==> src/rtl/nucleotide_word_reader_pkg.sv <==
// Shared constants and types for the nucleotide word reader: symbol packing,
// nucleotide encoding and FSM state encoding.
package nucleotide_word_reader_pkg;

  localparam int NW_SYM_W         = 2;
  localparam int NW_SYMS_PER_WORD = 4;
  localparam int NW_ADDR_W        = 8;
  localparam int NW_LEN_W         = 10;

  typedef enum logic [1:0] {
    NT_A = 2'd0,
    NT_C = 2'd1,
    NT_G = 2'd2,
    NT_T = 2'd3
  } nucleotide_e;

  typedef enum logic [2:0] {
    ST_IDLE  = 3'd0,
    ST_FETCH = 3'd1,
    ST_LOAD  = 3'd2,
    ST_SERVE = 3'd3,
    ST_FIN   = 3'd4
  } state_e;

  // A one-symbol word still needs a 1-bit counter.
  function automatic int cnt_width(input int n);
    return (n > 1) ? $clog2(n) : 1;
  endfunction

endpackage

==> src/rtl/nucleotide_word_reader_if.sv <==
// RAM read port and symbol stream of the nucleotide word reader.
// master = the reader, slave = RAM model plus downstream consumer.
interface nucleotide_word_reader_if #(
  parameter int ADDR_W        = 8,
  parameter int SYM_W         = 2,
  parameter int SYMS_PER_WORD = 4
);
  logic                           ram_rd_en;
  logic [ADDR_W-1:0]              ram_addr;
  logic [SYM_W*SYMS_PER_WORD-1:0] ram_rdata;
  logic                           sym_valid;
  logic                           sym_ready;
  logic [SYM_W-1:0]               sym;
  logic                           sym_last;

  modport master (
    output ram_rd_en, ram_addr, sym_valid, sym, sym_last,
    input  ram_rdata, sym_ready
  );

  modport slave (
    input  ram_rd_en, ram_addr, sym_valid, sym, sym_last,
    output ram_rdata, sym_ready
  );
endinterface

==> src/rtl/nucleotide_word_reader_sym_word_counter.sv <==
// Per-word symbol counter, modulo SYMS_PER_WORD; wrap pulses on the transfer
// that consumes the last symbol of the current word.
module sym_word_counter
  import nucleotide_word_reader_pkg::*;
#(
  parameter int SYMS_PER_WORD = NW_SYMS_PER_WORD,
  parameter int CNT_W         = cnt_width(SYMS_PER_WORD)
) (
  input  logic clk,
  input  logic rst,
  input  logic clr,
  input  logic inc,
  output logic wrap
);

  logic [CNT_W-1:0] cnt;

  assign wrap = inc && (cnt == CNT_W'(SYMS_PER_WORD - 1));

  always_ff @(posedge clk or negedge rst) begin
    if (!rst) begin
      cnt <= '0;
    end else if (clr || wrap) begin
      cnt <= '0;
    end else if (inc) begin
      cnt <= cnt + CNT_W'(1);
    end
  end

endmodule

==> src/rtl/nucleotide_word_reader.sv <==
// Fetches packed nucleotide words from the sequence RAM and streams them out
// one symbol at a time (symbol 0 in the LSBs) over a valid/ready handshake.
module nucleotide_word_reader
  import nucleotide_word_reader_pkg::*;
#(
  parameter int ADDR_W        = NW_ADDR_W,
  parameter int SYM_W         = NW_SYM_W,
  parameter int SYMS_PER_WORD = NW_SYMS_PER_WORD,
  parameter int LEN_W         = NW_LEN_W
) (
  input  logic                clk,
  input  logic                rst,
  input  logic                start,
  input  logic [ADDR_W-1:0]   base_addr,
  input  logic [LEN_W-1:0]    seq_len,
  nucleotide_word_reader_if.master bus,
  output logic                busy,
  output logic                done
);

  localparam int WORD_W = SYM_W * SYMS_PER_WORD;

  state_e              state;
  logic [WORD_W-1:0]   shift_reg;
  logic [LEN_W-1:0]    remaining;
  logic [ADDR_W-1:0]   ram_addr_q;
  logic                ram_rd_en_q;
  logic                sym_valid_q;
  logic                xfer;
  logic                wrap;

  assign xfer = (state == ST_SERVE) && sym_valid_q && bus.sym_ready;

  sym_word_counter #(
    .SYMS_PER_WORD (SYMS_PER_WORD)
  ) u_sym_word_counter (
    .clk  (clk),
    .rst  (rst),
    .clr  (state == ST_LOAD),
    .inc  (xfer),
    .wrap (wrap)
  );

  always_ff @(posedge clk or negedge rst) begin
    if (!rst) begin
      state       <= ST_IDLE;
      ram_rd_en_q <= 1'b0;
      ram_addr_q  <= '0;
      sym_valid_q <= 1'b0;
      done        <= 1'b0;
      shift_reg   <= '0;
      remaining   <= '0;
    end else begin
      ram_rd_en_q <= 1'b0;
      done        <= 1'b0;
      case (state)
        ST_IDLE: begin
          if (start) begin
            remaining <= seq_len;
            if (seq_len != '0) begin
              ram_rd_en_q <= 1'b1;
              ram_addr_q  <= base_addr;
              state       <= ST_FETCH;
            end else begin
              done  <= 1'b1;
              state <= ST_FIN;
            end
          end
        end
        // Read strobe is already on the bus; data arrives during LOAD.
        ST_FETCH: state <= ST_LOAD;
        ST_LOAD: begin
          shift_reg   <= bus.ram_rdata;
          sym_valid_q <= 1'b1;
          state       <= ST_SERVE;
        end
        ST_SERVE: begin
          if (xfer) begin
            shift_reg <= shift_reg >> SYM_W;
            remaining <= remaining - LEN_W'(1);
            // Finishing takes priority so a partial last word never triggers a refill.
            if (remaining == LEN_W'(1)) begin
              sym_valid_q <= 1'b0;
              done        <= 1'b1;
              state       <= ST_FIN;
            end else if (wrap) begin
              sym_valid_q <= 1'b0;
              ram_rd_en_q <= 1'b1;
              ram_addr_q  <= ram_addr_q + ADDR_W'(1);
              state       <= ST_FETCH;
            end
          end
        end
        ST_FIN:  state <= ST_IDLE;
        default: state <= ST_IDLE;
      endcase
    end
  end

  assign bus.ram_rd_en = ram_rd_en_q;
  assign bus.ram_addr  = ram_addr_q;
  assign bus.sym_valid = sym_valid_q;
  assign bus.sym       = shift_reg[SYM_W-1:0];
  assign bus.sym_last  = sym_valid_q && (remaining == LEN_W'(1));
  assign busy          = (state != ST_IDLE);

endmodule
==> src/flat_wrapper.sv <==
// flat-port wrapper written by rule: the top's interface ports become plain ports
module nucleotide_word_reader_flat import nucleotide_word_reader_pkg::*;
#(
  parameter int ADDR_W        = NW_ADDR_W,
  parameter int SYM_W         = NW_SYM_W,
  parameter int SYMS_PER_WORD = NW_SYMS_PER_WORD,
  parameter int LEN_W         = NW_LEN_W
)
  (clk, rst, start, base_addr, seq_len, busy, done, bus_ram_rd_en, bus_ram_addr, bus_sym_valid, bus_sym, bus_sym_last, bus_ram_rdata, bus_sym_ready);
  nucleotide_word_reader_if #(.ADDR_W(ADDR_W), .SYM_W(SYM_W), .SYMS_PER_WORD(SYMS_PER_WORD)) bus_i ();
  input  logic clk;
  input  logic rst;
  input  logic start;
  input  logic [ADDR_W-1:0] base_addr;
  input  logic [LEN_W-1:0] seq_len;
  output logic busy;
  output logic done;
  output wire logic [$bits(bus_i.ram_rd_en)-1:0] bus_ram_rd_en;
  output wire logic [$bits(bus_i.ram_addr)-1:0] bus_ram_addr;
  output wire logic [$bits(bus_i.sym_valid)-1:0] bus_sym_valid;
  output wire logic [$bits(bus_i.sym)-1:0] bus_sym;
  output wire logic [$bits(bus_i.sym_last)-1:0] bus_sym_last;
  input wire logic [$bits(bus_i.ram_rdata)-1:0] bus_ram_rdata;
  input wire logic [$bits(bus_i.sym_ready)-1:0] bus_sym_ready;
  assign bus_ram_rd_en = bus_i.ram_rd_en;
  assign bus_ram_addr = bus_i.ram_addr;
  assign bus_sym_valid = bus_i.sym_valid;
  assign bus_sym = bus_i.sym;
  assign bus_sym_last = bus_i.sym_last;
  assign bus_i.ram_rdata = bus_ram_rdata;
  assign bus_i.sym_ready = bus_sym_ready;
  nucleotide_word_reader #(.ADDR_W(ADDR_W), .SYM_W(SYM_W), .SYMS_PER_WORD(SYMS_PER_WORD), .LEN_W(LEN_W)) u_core (.clk(clk), .rst(rst), .start(start), .base_addr(base_addr), .seq_len(seq_len), .bus(bus_i), .busy(busy), .done(done));
endmodule
==> config.mk <==
export PLATFORM = sky130hd
export DESIGN_NAME = nucleotide_word_reader_flat
export DESIGN_NICKNAME = d
export VERILOG_FILES = /design/src/rtl/nucleotide_word_reader_pkg.sv /design/src/rtl/nucleotide_word_reader_if.sv /design/src/rtl/nucleotide_word_reader_sym_word_counter.sv /design/src/rtl/nucleotide_word_reader.sv /design/src/flat_wrapper.sv
export SDC_FILE = /design/constraint.sdc
export NUM_CORES = 1
export LEC_CHECK = 0
export CAP_MARGIN = 25
export CORE_ASPECT_RATIO = 0.6
export CORE_MARGIN = 3
export CORE_UTILIZATION = 35
export CTS_BUF_LIST = sky130_fd_sc_hd__clkbuf_8
export CTS_CLUSTER_DIAMETER = 40
export CTS_CLUSTER_SIZE = 8
export DETAILED_ROUTE_END_ITERATION = 10
export MAX_ROUTING_LAYER = met4
export SYNTH_ARGS = -nofsm -noshare
export SYNTH_HDL_FRONTEND = slang
export SYNTH_SLANG_ARGS = --single-unit
==> constraint.sdc <==
create_clock -name clk -period 1.7 [get_ports clk]
set_clock_uncertainty 0.05 [all_clocks]
set_input_delay 0.34 -clock clk [delete_from_list [all_inputs] [get_ports clk]]
set_output_delay 0.34 -clock clk [all_outputs]
set_load 0.02 [all_outputs]
==> results.json <==
{
  "run_status": "finished with violations",
  "violations": "setup timing",
  "drive_gt1_share_pct": 30.7,
  "timing.rr.end": "u_core.bus.ram_addr[6]",
  "final_hold_viol_count": 0,
  "multiInputGateArea_mm2": 0.00115,
  "netlist_instances": 226,
  "p_switching_mw": 1.64,
  "yosysTopAreaCell": "dfrtp_1",
  "synthArstFlopShare_pct": 100,
  "synth_adder_area_share_pct": 2.54,
  "insertion_delay_ns": 0.30,
  "grt_overflow": 0,
  "drt_pre_antenna_iters": 4,
  "wl_per_cell_um": 14.7,
  "fp.dieArea_mm2": 0.00658,
  "tightest_slew_ns": 0.363,
  "fin_crit_sh_pct": 113,
  "power_frac_clock_pct": 21.6,
  "power.density_mw_per_mm2": 1370,
  "synth_xor_area_share_pct": 0,
  "timing.final.ws_setup_ns": -0.225,
  "wirelength_um": 5670,
  "area_growth_pct": 60.9,
  "grt_pass1_vias": 1806,
  "gp_congestion": 0.802,
  "syn_nets": 260,
  "path_class": "reg2out",
  "synth_area_mm2": 0.00197,
  "rows": 20,
  "intPower_mw": 2.70,
  "grt_pass1_wl_um": 9090,
  "crit_arrival_ns": 1.54,
  "max_freq_ghz": 0.519,
  "rrSetupSlack_ns": -0.14,
  "initial_core_util_pct": 37.6,
  "drv_cap": 0,
  "cts_tree": "done",
  "seq_area_um2": 852,
  "fillers": 465,
  "numCtsBuffers": 5,
  "yosysWarnings": 0,
  "diodes": 0,
  "grtUsageTotal_pct": 18.4,
  "die_x_um": 103,
  "ys.flop_type": "dfrtp_1",
  "swShare_pct": 37.8,
  "netlist.area_leader.share_pct": 43.3,
  "synth_seq_cells": 34,
  "p_leak_nw": 1.37,
  "chipHeight_um": 64.1,
  "synth_common_cells": "34 x dfrtp_1, 31 x nand2_1, 26 x nor2_1",
  "pin_count": 45,
  "grt_max_degree": 35,
  "seq_area_frac_synth_pct": 43.3,
  "slew_headroom_pct": 75.8,
  "fp.coreArea_mm2": 0.00523,
  "syn_area_per_cell_um2": 8.70,
  "yosys.area_share.simple_pct": 25.7,
  "synth-compound-area-share_pct": 22.3,
  "antenna_found_initial": 0,
  "cts_hold_buf": 0,
  "setup_violations": 9,
  "yosysMostFrequentCell": "dfrtp_1",
  "p_seq_share_pct": 32.3,
  "synth_area_leaders": "dfrtp_1 43%, nand2_1 5.9%, a21oi_1 5.6%",
  "clock_sinks": 34,
  "r2r-start": "u_core.remaining[7]",
  "htree_levels": 2,
  "dpl_cell_area_mm2": 0.00279,
  "clock_path_buffers": 2,
  "drt_iter0_drc": 95,
  "worst_setup_path_start_kind": "register",
  "required_ns": 1.31,
  "critPathCaptureType": "output pin",
  "ff2ff_path_depth": 7,
  "ant_nets": 0,
  "cts.clk_slew.worst_paths_ns": 0.08,
  "hp-class": "in2async",
  "synth_top_family_by_area": "simple AND/OR/NAND/NOR gates",
  "final_cell_area_mm2": 0.00316,
  "numPortBuffers": 44,
  "drc": 0,
  "fin_nets": 352,
  "vdd_ir_drop_max_mv": 0.802,
  "power.share.combinational_pct": 46.1,
  "root_buffer": "clkbuf_8",
  "hpwlAfterDp_um": 3870,
  "whs_ns": 0.352,
  "fin_crit_ns": 1.93,
  "route.detailed.vias_per_inst": 5.21,
  "slew_violations": 0,
  "muxShareOfSynthArea_pct": 0.509,
  "vias": 2005,
  "crit_fanout": 2,
  "largest_reg_flops": 10,
  "synth.distinct_cells": 42,
  "synth-edff-count": 0,
  "rsz0062_at_grt": "yes"
}
-- final cells by class --
cell class	instances	area share, %
Clock inverter	3	2.17
Timing Repair Buffer	98	28.7
Tap cell	66	2.61
Clock buffer	5	2.17
Sequential cell	34	26.9
Multi-Input combinational cell	171	36.2
Inverter	8	1.19
-- worst max path at each step --
stage                        startpoint                      to  cells past startpoint
floorplan           u_core.remaining[7]  u_core.bus.ram_addr[6]                      6
global placement             seq_len[1]  u_core.bus.ram_addr[6]                      7
detailed placement           seq_len[0]  u_core.bus.ram_addr[6]                      7
CTS                 u_core.remaining[8]            bus_sym_last                      4
global route        u_core.remaining[7]            bus_sym_last                      4
finish              u_core.remaining[7]            bus_sym_last                      4
-- critical path, stage by stage (launching register included) --
cell and delay (ns):
dfrtp_1 0.42, nor4_4 0.29, and4b_2 0.28, and2_4 0.14, buf_6 0.10
-- cell usage in the layout (no fill, tap or decap), types with 7 or more instances in the layout --
| master | count |
|---|---|
| nand3_1 | 8 |
| clkdlybuf4s50_1 | 33 |
| nor2_1 | 24 |
| a31oi_1 | 8 |
| o21ai_0 | 14 |
| buf_6 | 7 |
| inv_1 | 7 |
| dlygate4sd2_1 | 9 |
| a21oi_1 | 20 |
| buf_4 | 44 |
| nand2_1 | 30 |
| dfrtp_1 | 33 |
-- cells by family after synthesis --
family,count (synthesis)
muxes,1
and+or+nand+nor,95
buffers and inverters,21
adders and majority gates,4
DFF,34
AOI/OAI and AO/OA,71
-- through the flow --
stage | total power [mW] | TNS, ns | setup WS, ns | cells | util (%)
6_report | 4.33 | -0.851 | -0.225 | 385 | 60.5
5_1_grt | 4.66 | -1.87 | -0.320 | 385 | 60.5
4_1_cts | 4.20 | -0.923 | -0.251 | 381 | 57.6
3_5_place_dp | 3.23 | -5.73 | -0.501 | 369 | 53.4
3_3_place_gp | 3.19 | -5.09 | -0.459 | 369 | 53.4
2_1_floorplan | 2.37 | 0 | 0.0172 | 226 | -
-- layer usage --
metal	vias up	wire [um]	global-route usage (%)	part of all wire, %
met4	0	68	4.52	1.2
met5	-	0	-	0
met1	954	2790	26.1	49
li1	996	-	-	-
met2	46	2480	25.0	44
met3	9	328	6.32	5.8
-- power groups by stage --
stage	clock, mW	sequential [mW]	combinational [mW]
final	0.934	1.40	2.00
after global routing	1.00	1.43	2.22
after CTS	0.947	1.38	1.87
after detailed placement	0	1.40	1.84
after global placement	0	1.39	1.80
after floorplan	0	1.50	0.873
-- what timing repair did --
action                     in CTS  in global routing
setup endpoints to repair      20                 21
setup buffers                   4                  3
resized for setup              37                 30
pin swaps                      10                  8
gates cloned                    0                  1
No activity file was read; power rests on OpenSTA's default activity.
